## src/rtl/strip_result_drain_if.sv

```systemverilog
// Strip drain bus: start/base request, conv handshake,
// strip memory read port and frame buffer write port.
interface strip_result_drain_if;
  logic               start;
  logic        [7:0]  strip_row_base;
  logic               conv_done;
  logic        [12:0] strip_addr;
  logic signed [22:0] strip_data;
  logic               fm_we;
  logic        [15:0] fm_addr;
  logic signed [7:0]  fm_din;
  logic               busy;
  logic               done;
  logic               err;
  logic        [15:0] sat_count;

  modport master (
    output start,
    output strip_row_base,
    output conv_done,
    output strip_data,
    input  strip_addr,
    input  fm_we,
    input  fm_addr,
    input  fm_din,
    input  busy,
    input  done,
    input  err,
    input  sat_count
  );

  modport slave (
    input  start,
    input  strip_row_base,
    input  conv_done,
    input  strip_data,
    output strip_addr,
    output fm_we,
    output fm_addr,
    output fm_din,
    output busy,
    output done,
    output err,
    output sat_count
  );
endinterface

```

## src/rtl/strip_result_drain.sv

```systemverilog
// Drains a finished conv strip into the frame output buffer.
// Ports: clk, reset (async high), bus (slave): start/base in,
//   conv_done in, strip_addr/strip_data read port,
//   fm_we/fm_addr/fm_din write port, busy/done/err/sat_count.
module strip_result_drain #(
  parameter int OUT_W   = 222,
  parameter int OUT_H   = 26,
  parameter int FRAME_H = 222,
  parameter int SHIFT   = 7,
  parameter int RELU    = 1,
  parameter int RD_LAT  = 1
) (
  input  logic                 clk,
  input  logic                 reset,
  strip_result_drain_if.slave  bus
);
  localparam int N  = OUT_W * OUT_H;
  localparam int CW = $clog2(OUT_W);
  localparam logic [12:0] LAST_IDX = 13'(N - 1);
  localparam logic [7:0]  MAX_BASE = 8'(FRAME_H - OUT_H);
  localparam logic [CW-1:0] LAST_COL = CW'(OUT_W - 1);
  localparam logic signed [23:0] RND =
    24'((1 << SHIFT) >> 1);

  typedef enum logic [2:0] {
    ST_IDLE,
    ST_WAIT,
    ST_READ,
    ST_FLUSH,
    ST_DONE
  } state_t;

  state_t             r_state;
  logic [12:0]        r_idx;
  logic [CW-1:0]      r_col;
  logic [15:0]        r_row_off;
  logic [RD_LAT-1:0]  r_tag_v;
  logic [15:0]        r_tag_a [RD_LAT];
  logic               r_we;
  logic [15:0]        r_faddr;
  logic signed [7:0]  r_din;
  logic               r_busy;
  logic               r_done;
  logic               r_err;
  logic [15:0]        r_sat;

  logic [15:0]        w_base_off;
  logic signed [23:0] w_ext;
  logic signed [23:0] w_sh;
  logic signed [7:0]  w_q;
  logic               w_clip;
  logic               w_out_v;

  // Frame offset of the strip's first row.
  assign w_base_off =
    {8'd0, bus.strip_row_base} * 16'(OUT_W);

  // Tag leaving the pipe lines up with strip_data.
  assign w_out_v = r_tag_v[RD_LAT-1];

  assign w_ext = {bus.strip_data[22], bus.strip_data};
  assign w_sh  = (w_ext + RND) >>> SHIFT;

  always_comb begin
    w_q    = w_sh[7:0];
    w_clip = 1'b0;
    if (RELU != 0 && w_sh < 24'sd0) begin
      w_q = 8'sd0;
    end else if (w_sh > 24'sd127) begin
      w_q    = 8'sd127;
      w_clip = 1'b1;
    end else if (w_sh < -24'sd128) begin
      w_q    = -8'sd128;
      w_clip = 1'b1;
    end
  end

  always_ff @(posedge clk or posedge reset) begin
    if (reset) begin
      r_state   <= ST_IDLE;
      r_idx     <= '0;
      r_col     <= '0;
      r_row_off <= '0;
      r_tag_v   <= '0;
      for (int i = 0; i < RD_LAT; i++) begin
        r_tag_a[i] <= '0;
      end
      r_we      <= 1'b0;
      r_faddr   <= '0;
      r_din     <= '0;
      r_busy    <= 1'b0;
      r_done    <= 1'b0;
      r_err     <= 1'b0;
      r_sat     <= '0;
    end else begin
      r_done <= 1'b0;
      r_err  <= 1'b0;

      for (int i = RD_LAT - 1; i > 0; i--) begin
        r_tag_v[i] <= r_tag_v[i-1];
        r_tag_a[i] <= r_tag_a[i-1];
      end
      r_tag_v[0] <= 1'b0;

      r_we <= w_out_v;
      if (w_out_v) begin
        r_faddr <= r_tag_a[RD_LAT-1];
        r_din   <= w_q;
        if (w_clip && r_sat != 16'hFFFF) begin
          r_sat <= r_sat + 16'd1;
        end
      end

      unique case (r_state)
        ST_IDLE: begin
          if (bus.start) begin
            if (bus.strip_row_base <= MAX_BASE) begin
              r_row_off <= w_base_off;
              r_idx     <= '0;
              r_col     <= '0;
              r_sat     <= '0;
              r_busy    <= 1'b1;
              r_state   <= ST_WAIT;
            end else begin
              r_err <= 1'b1;
            end
          end
        end
        ST_WAIT: begin
          if (bus.conv_done) begin
            r_state <= ST_READ;
          end
        end
        ST_READ: begin
          r_tag_v[0] <= 1'b1;
          r_tag_a[0] <= r_row_off + 16'(r_col);
          if (r_idx == LAST_IDX) begin
            r_state <= ST_FLUSH;
          end else begin
            r_idx <= r_idx + 13'd1;
            if (r_col == LAST_COL) begin
              r_col     <= '0;
              r_row_off <= r_row_off + 16'(OUT_W);
            end else begin
              r_col <= r_col + 1'b1;
            end
          end
        end
        ST_FLUSH: begin
          // Last write leaves the pipe this cycle.
          if (r_tag_v == '0) begin
            r_done  <= 1'b1;
            r_busy  <= 1'b0;
            r_state <= ST_DONE;
          end
        end
        ST_DONE: begin
          r_state <= ST_IDLE;
        end
        default: begin
          r_state <= ST_IDLE;
        end
      endcase
    end
  end

  assign bus.strip_addr = r_idx;
  assign bus.fm_we      = r_we;
  assign bus.fm_addr    = r_faddr;
  assign bus.fm_din     = r_din;
  assign bus.busy       = r_busy;
  assign bus.done       = r_done;
  assign bus.err        = r_err;
  assign bus.sat_count  = r_sat;
endmodule

```

## src/flat_wrapper.sv

```systemverilog
// flat-port wrapper written by rule: the top's interface ports become plain ports
module strip_result_drain_flat 
#(
  parameter int OUT_W   = 222,
  parameter int OUT_H   = 26,
  parameter int FRAME_H = 222,
  parameter int SHIFT   = 7,
  parameter int RELU    = 1,
  parameter int RD_LAT  = 1
)
  (clk, reset, bus_start, bus_strip_row_base, bus_conv_done, bus_strip_data, bus_strip_addr, bus_fm_we, bus_fm_addr, bus_fm_din, bus_busy, bus_done, bus_err, bus_sat_count);
  strip_result_drain_if bus_i ();
  input  logic clk;
  input  logic reset;
  input wire logic [$bits(bus_i.start)-1:0] bus_start;
  input wire logic [$bits(bus_i.strip_row_base)-1:0] bus_strip_row_base;
  input wire logic [$bits(bus_i.conv_done)-1:0] bus_conv_done;
  input wire logic [$bits(bus_i.strip_data)-1:0] bus_strip_data;
  output wire logic [$bits(bus_i.strip_addr)-1:0] bus_strip_addr;
  output wire logic [$bits(bus_i.fm_we)-1:0] bus_fm_we;
  output wire logic [$bits(bus_i.fm_addr)-1:0] bus_fm_addr;
  output wire logic [$bits(bus_i.fm_din)-1:0] bus_fm_din;
  output wire logic [$bits(bus_i.busy)-1:0] bus_busy;
  output wire logic [$bits(bus_i.done)-1:0] bus_done;
  output wire logic [$bits(bus_i.err)-1:0] bus_err;
  output wire logic [$bits(bus_i.sat_count)-1:0] bus_sat_count;
  assign bus_i.start = bus_start;
  assign bus_i.strip_row_base = bus_strip_row_base;
  assign bus_i.conv_done = bus_conv_done;
  assign bus_i.strip_data = bus_strip_data;
  assign bus_strip_addr = bus_i.strip_addr;
  assign bus_fm_we = bus_i.fm_we;
  assign bus_fm_addr = bus_i.fm_addr;
  assign bus_fm_din = bus_i.fm_din;
  assign bus_busy = bus_i.busy;
  assign bus_done = bus_i.done;
  assign bus_err = bus_i.err;
  assign bus_sat_count = bus_i.sat_count;
  strip_result_drain #(.OUT_W(OUT_W), .OUT_H(OUT_H), .FRAME_H(FRAME_H), .SHIFT(SHIFT), .RELU(RELU), .RD_LAT(RD_LAT)) u_core (.clk(clk), .reset(reset), .bus(bus_i));
endmodule
```

## config.mk

```make
export PLATFORM = sky130hd
export DESIGN_NAME = strip_result_drain_flat
export DESIGN_NICKNAME = d
export VERILOG_FILES = /design/src/rtl/strip_result_drain_if.sv /design/src/rtl/strip_result_drain.sv /design/src/flat_wrapper.sv
export SDC_FILE = /design/constraint.sdc
export NUM_CORES = 1
export LEC_CHECK = 0
export CORE_UTILIZATION = 52
export DETAILED_ROUTE_END_ITERATION = 8
export HOLD_SLACK_MARGIN = 0.1
export PLACE_DENSITY = 0.88
export SYNTH_ARGS = -nofsm -noshare
export SYNTH_HDL_FRONTEND = slang
export SYNTH_SLANG_ARGS = --single-unit
export TNS_END_PERCENT = 50
```

## constraint.sdc

```tcl
create_clock -name clk -period 3.7 [get_ports clk]
set_clock_uncertainty 0.05 [all_clocks]
set_input_delay 0.74 -clock clk [delete_from_list [all_inputs] [get_ports clk]]
set_output_delay 0.74 -clock clk [all_outputs]
set_load 0.02 [all_outputs]
```

==> out/results.txt <==
Fin. max-slew vios = 0
Iteration-0 DRC Markers = 568
Most frequent cells in the layout = 100 x dfrtp_1, 77 x clkdlybuf4s50_1, 69 x nand2_1
H-tree Lvls = 3
Via count = 5792
CTS Buffer Depth = 2
DIE AREA = 13300 um^2
Root buf cell = clkbuf_16
Worst vdd ir = 358 uV
Synth Area in Compound Gates = 12.1%
Share of cells above drive strength 1 = 17.9%
Yosys top cell area share = 37.4%
Syn-to-layout area delta = 30.2%
Placed instance area = 8100 um^2
CORE AREA = 12600 um^2
Antenna violations before repair = 0
Startpoint types = input port
DIE HEIGHT = 115 um
Syn Inst Count = 718
# DRC = 0
Fillers = 881
Initial core utilization = 53.2%
Hold path start = u_core.r_tag_a[0]
Worst-path clk slew = 0.07 ns
RSZ-0062 raised after global routing = true
Async SR Flop Fraction = 100%
Mean area per synthesized cell = 9.31 um^2
MaxCap Viol Count = 0
Total CTS buffers = 9
Post-synthesis cell type count = 61
Nets = 962
# setup viols final = 9
CP Buf/Inv Count = 5
Failing checks = setup timing
Ys flop type = dfrtp_1
Largest net degree at the start of global routing = 56
Setup TNS = -2.31 ns
Setup WS pre-CTS = -1.23 ns
Final Hold Vio Count = 0
Setup crit end kind = flop
Drt total wl = 16500 um
Maximum fanout along the worst path = 4
CP arrival = 4.27 ns
Post-route worst setup slack = -0.357 ns
Multiplexer share of the synthesized area = 3.01%
Final GP Congestion = 0.876
R2r startpoint = u_core.r_col[2]
DP HPWL = 10800 um
Total track usage = 25.1%
Routed WL per cell = 16.1 um
Worst hold margin = 0.427 ns
Hold Buf Count CTS = 0
Post-synth EDFFs = 0
# IOs = 92
Tmin final = 4.06 ns
Yosys reg bits = 100
Largest cells by area after synthesis = dfrtp_1 37%, ha_1 10%, fa_1 6.0%
Worst Path Required = 3.92 ns
Worst path cell trace = buf_8, fa_1, inv_1, fa_1, fa_1, inv_2, fa_2, ha_4, or2_4, buf_6, o31ai_4, buf_6, xnor2_2, o22ai_1, a21oi_1
Power Total = 6.37 mW
Global-route wire length before repair = 26200 um
Mapped Area = 6680 um^2
CP delay by family, top = adder cells
Crit path from = bus_strip_row_base[4]
Final design area excluding fillers = 8700 um^2
Fmax = 0.247 GHz
Post-Synth Simple-Gate Area = 17.6%
Initial DRT Pass Iterations = 5
Finished Core Util = 69.2%
TritonCTS clock tree = done
# port buffers = 85
Vias in the first global route = 5698
Post-Syn Nets = 829
Clock Sinks = 100
Synth Area in XOR/XNOR = 7.47%
Worst Setup Path Type = in2reg
P_leak = 4.00 nW
Routed Antenna Nets = 0
Sequential element share of the synthesized area = 37.4%
PD cells = 732 nW/um^2
Slew at the pin closest to its max-slew limit = 0.861 ns
Total congestion overflow = 0
Status = finished with violations
Crit-path max cell delay = 0.53 ns
Synth warnings = 0
Crit share post-route = 110%
Placed insts = 1007
Via/cell ratio = 5.63
# diodes = 0
Area leader, netlist = dfrtp_1
Die Wd = 115 um
Most used cell along the critical path = fa_1
Non-Filler Instances = 1028
Worst slew margin = 42.2%
Adder-cell area share of the yosys netlist = 16.5%
Hold/Removal Path Class = reg2reg
Largest family of logic cells by synthesized area = simple AND/OR/NAND/NOR gates
Most common cell after layout, fill and taps aside = dfrtp_1
Slowest CP cell = fa_1
FP Rows = 41
Later-pin clock latency in the skew report = 0.35 ns
[power by group]
part	internal, mW	switching (mW)	leakage, nW	total [mW]
Clock	0.488	0.431	0.142	0.918
Combinational	1.74	1.95	2.57	3.69
Sequential	1.44	0.324	1.29	1.77
[synth_stat cells (17+ instances only)]
master	number
dfrtp_1	100
inv_1	73
nand2_1	70
ha_1	56
nor2_1	53
o21ai_0	40
nand3_1	37
a21oi_1	36
xor2_1	35
xnor2_1	22
fa_1	20
mux2_2	17
[worst register-to-register path, delay by kind of cell, from the launching register on]
family                   cells  cell delay (ns)
XOR/XNOR                     1             0.17
AND/OR/NAND/NOR              1             0.18
AO/OA/AOI/OAI                6             1.42
flip-flops                   1             0.48
adder cells (fa/ha/maj)      1             0.38
[routing by layer]
metal	vias to the layer above	wire length (um)	global-route usage, %
met5	-	0	0
met4	0	577	10.6
met3	55	844	5.11
met2	224	8350	43.6
met1	2780	6740	30.3
li1	2733	-	-
[logic make-up after synthesis]
group | count (synthesis)
AND/OR/NAND/NOR | 237
AO/OA/AOI/OAI | 132
flip-flops | 100
buffers and inverters | 98
adder cells (fa/ha/maj) | 76
XOR/XNOR | 57
multiplexers | 18
[registers in the layout, indices dropped and copies added, names as in the netlist, 3 cells and up]
register               count
u_core.bus.fm_addr        16
u_core.bus.fm_din          8
u_core.bus.sat_count      16
u_core.bus.strip_addr     13
u_core.r_col               8
u_core.r_row_off          15
u_core.r_state             3
u_core.r_tag_a            16
[area by class of cell]
type                       instances  area [um^2]  share of cell area, %
timing repair buffer             146         1330                   15.3
inverter                          74          280                   3.22
multi-input combinational        520         4080                   46.9
clock inverter                     6         53.8                  0.618
sequential                       100         2500                   28.8
clock buffer                      10          239                   2.75
tap                              172          215                   2.47
[path summary, 6_finish.rpt]
path / end / slack (ns) / depth (start not counted)
max in group asynchronous: u_core.bus.fm_din[7] / 2.15 / 3
min reg2reg: u_core.r_tag_a[0] / 0.43 / 2
max: u_core.r_row_off[12] / -0.36 / 15
min: u_core.r_tag_a[0] / 0.43 / 2
max reg2reg: u_core.r_tag_a[10] / 0.92 / 9
min in group asynchronous: u_core.bus.fm_din[2] / 0.77 / 2
[repair_timing]
item	4_1_cts	5_1_grt
pin swaps	35	11
setup endpoints to repair	10	8
resized for setup	70	13
buffers inserted	3	3
Power figures use the tool's default switching activity.
==> RTL edit (same flow settings) <==
`FRAME_H` is set to 222 in 2 places; all go to 111.
--- a/src/rtl/strip_result_drain.sv
+++ b/src/rtl/strip_result_drain.sv
@@ -7,3 +7,3 @@
   parameter int OUT_H   = 26,
-  parameter int FRAME_H = 222,
+  parameter int FRAME_H = 111,
   parameter int SHIFT   = 7,
--- a/src/flat_wrapper.sv
+++ b/src/flat_wrapper.sv
@@ -5,3 +5,3 @@
   parameter int OUT_H   = 26,
-  parameter int FRAME_H = 222,
+  parameter int FRAME_H = 111,
   parameter int SHIFT   = 7,
Check against the original RTL: not equivalent (a bounded check fails within 4 cycles, from zero or initial values and one cycle with reset high).
==> RTL edit against the unedited design <==
The flow still finishes with violations (negative setup slack). Core utilization decreased by 0.98 points. Setup slack got worse by 0.26 ns. Final area is 0.20% lower. Area after synthesis rose by 2.4%. Register-to-register slack improved by 0.18 ns. Global-route usage shrank 0.53 points. Wire length fell by 3.2%. Combinational power down 17%. Sequential cell count unchanged. Maximum frequency shrank 6.0%. Power shrank 8.8%. Critical path type unchanged.
==> RTL edit: results (changes against the unedited design) <==
metric;value;unit;change
final wirelength;15970;um;was 16510 um
GRT Overall Usage;24.58;%;was 25.10%
failing checks;negative setup slack;;unchanged
vias in the first global route;5707;;was 5698
Worst slew margin;54.33;%;was 42.24%
met3 Resource Use GR;3.892;%;was 5.113%
Crit Reg-Reg Endpoint;u_core.r_tag_a[15];;was u_core.r_tag_a[10]
Cell Count Post-Placement;1019;;was 1007
synthesized area per cell;9.387;um2;was 9.307 um2
RR Startpoint;u_core.r_col[2];;unchanged
later-pin clock latency in the skew report;0.34;ns;
count of cell types in the netlist;72;;was 61
Commonest cells post-synth;dfrtp_1, inv_1, nand2_1;;unchanged
Hold Crit Start;u_core.r_tag_a[7];;was u_core.r_tag_a[0]
via count;5844;;was 5792
drt initial violations;464;;was 568
Yosys warnings;0;;unchanged
worst hold stages;2;;unchanged
worst r2r path cells;8;;was 9
final setup fails;8;;was 9
Critical Path AT;4.47;ns;was 4.27 ns
H-tree depth;3;;unchanged
Nets;970;;was 962
HPWL Detailed;11820;um;was 10850 um
Leak Pwr;4.046;nW;was 4.002 nW
CP max FO;4;;unchanged
Clock Path Buffers;2;;unchanged
Min-Delay Path Class;reg -> reg;;unchanged
run status;complete, but fails checks;;unchanged
GRT met1 Usage;32.21;%;was 30.35%
sequential share of the synthesized area;36.57;%;was 37.45%
PortBufs;85;;unchanged
ranking of synthesized cells by area;dfrtp_1, ha_1, fa_1, inv_1, nand2_1;;was dfrtp_1, ha_1, fa_1, xor2_1, inv_1
first-pass GRT wire length;26530;um;was 26210 um
R2R Setup Slk;1.10;ns;was 0.92 ns
setup ws final;-0.6166;ns;was -0.3567 ns
post-synthesis net count;839;;was 829
VDD IR max;0.3600;mV;was 0.3581 mV
grt met2 use;41.46;%;was 43.55%
Hold Path End;u_core.r_tag_a[7];;was u_core.r_tag_a[0]
routability cong.;0.8269;;was 0.8757
share of post-route cells with drive strength above 1;15.49;%;was 17.87%
root buffer cell;clkbuf_16;;unchanged
vias per std cell;5.635;;was 5.634
CTS Buf Count;9;;unchanged
Post-Place Cell Area;0.008282;mm2;was 0.008099 mm2
number of diodes;0;;unchanged
largest net degree at the start of global routing;54;;was 56
-- RTL edit: cell count changes in the layout (fill, tap and decap cells not counted), moves of 6 or more --
cell	unedited run	this run
xnor2_1	19	26
nand3_1	36	22
o21ai_1	3	22
a21oi_1	29	37
nand2b_1	3	9
and3_1	10	17
nand2_1	69	62
a41o_1	0	6
xor2_1	35	11
o21ai_0	38	27
-- RTL edit: worst max path at each step --
stage                               start                   end  slack (ns)  depth (start not counted)
floorplan           bus_strip_row_base[4]  u_core.r_row_off[14]       -0.77                         13
global placement    bus_strip_row_base[4]  u_core.r_row_off[14]       -1.33                         14
detailed placement  bus_strip_row_base[4]  u_core.r_row_off[14]       -1.43                         14
CTS                 bus_strip_row_base[5]  u_core.r_row_off[14]       -0.60                         14
global route        bus_strip_row_base[5]  u_core.r_row_off[14]       -0.77                         14
finish              bus_strip_row_base[5]  u_core.r_row_off[15]       -0.62                         16
-- RTL edit: stage by stage --
stage	hold slack, ns	power (mW)	setup TNS [ns]	worst slack, ns
finish	0.4306	5.812	-3.400	-0.6166
global placement	0.4087	4.508	-10.03	-1.332
floorplan	0.3582	3.585	-3.584	-0.7660
global route	0.4549	6.229	-4.454	-0.7748
detailed placement	0.4203	4.652	-11.57	-1.434
CTS	0.4365	5.721	-3.130	-0.5968
-- RTL edit: layout make-up --
cell class                 count  area [um2]
timing repair buffer         143        1292
clock inverter                 6       77.57
multi-input combinational    542        4115
sequential                   100        2502
tap                          172       215.2
inverter                      64       242.7
clock buffer                  10       239.0
fill                         969        4038
-- RTL edit: layer usage --
metal / vias to the layer above / routed length (um)
met2: 167 / 7938
met4: 0 / 316
met5: - / 0
li1: 2841 / -
met1: 2807 / 6970
met3: 29 / 748
-- RTL edit: worst max-delay path, cell delays in order --
cell	delay, ns
buf_6	0.10
fa_1	0.52
inv_1	0.05
fa_1	0.45
fa_1	0.52
inv_1	0.05
fa_1	0.49
ha_4	0.20
buf_4	0.13
or2_4	0.25
a21oi_2	0.15
a21oi_2	0.05
a41o_1	0.26
o41ai_2	0.25
xnor2_1	0.16
o22ai_1	0.09
-- RTL edit: what timing repair did --
action | CTS | global route
setup buffers | 0 | 2
resized for setup | 36 | 8
pin swaps | 21 | 9
setup endpoints to repair | 10 | 10
-- RTL edit: report_power, final --
group / switching, mW / internal, mW
combinational: 1.62 / 1.45
clock: 0.438 / 0.559
sequential: 0.298 / 1.45
total: 2.36 / 3.46
-- RTL edit: cells by family after synthesis --
logic type      count (synthesis)  share of synthesized area (%)
xor+xnor                       37                          4.736
fa+ha+maj                      75                          15.91
flops                         100                          36.57
mux                            22                          3.529
compound gates                166                          16.02
buf+inv                        87                          4.900
simple gates                  242                          18.34
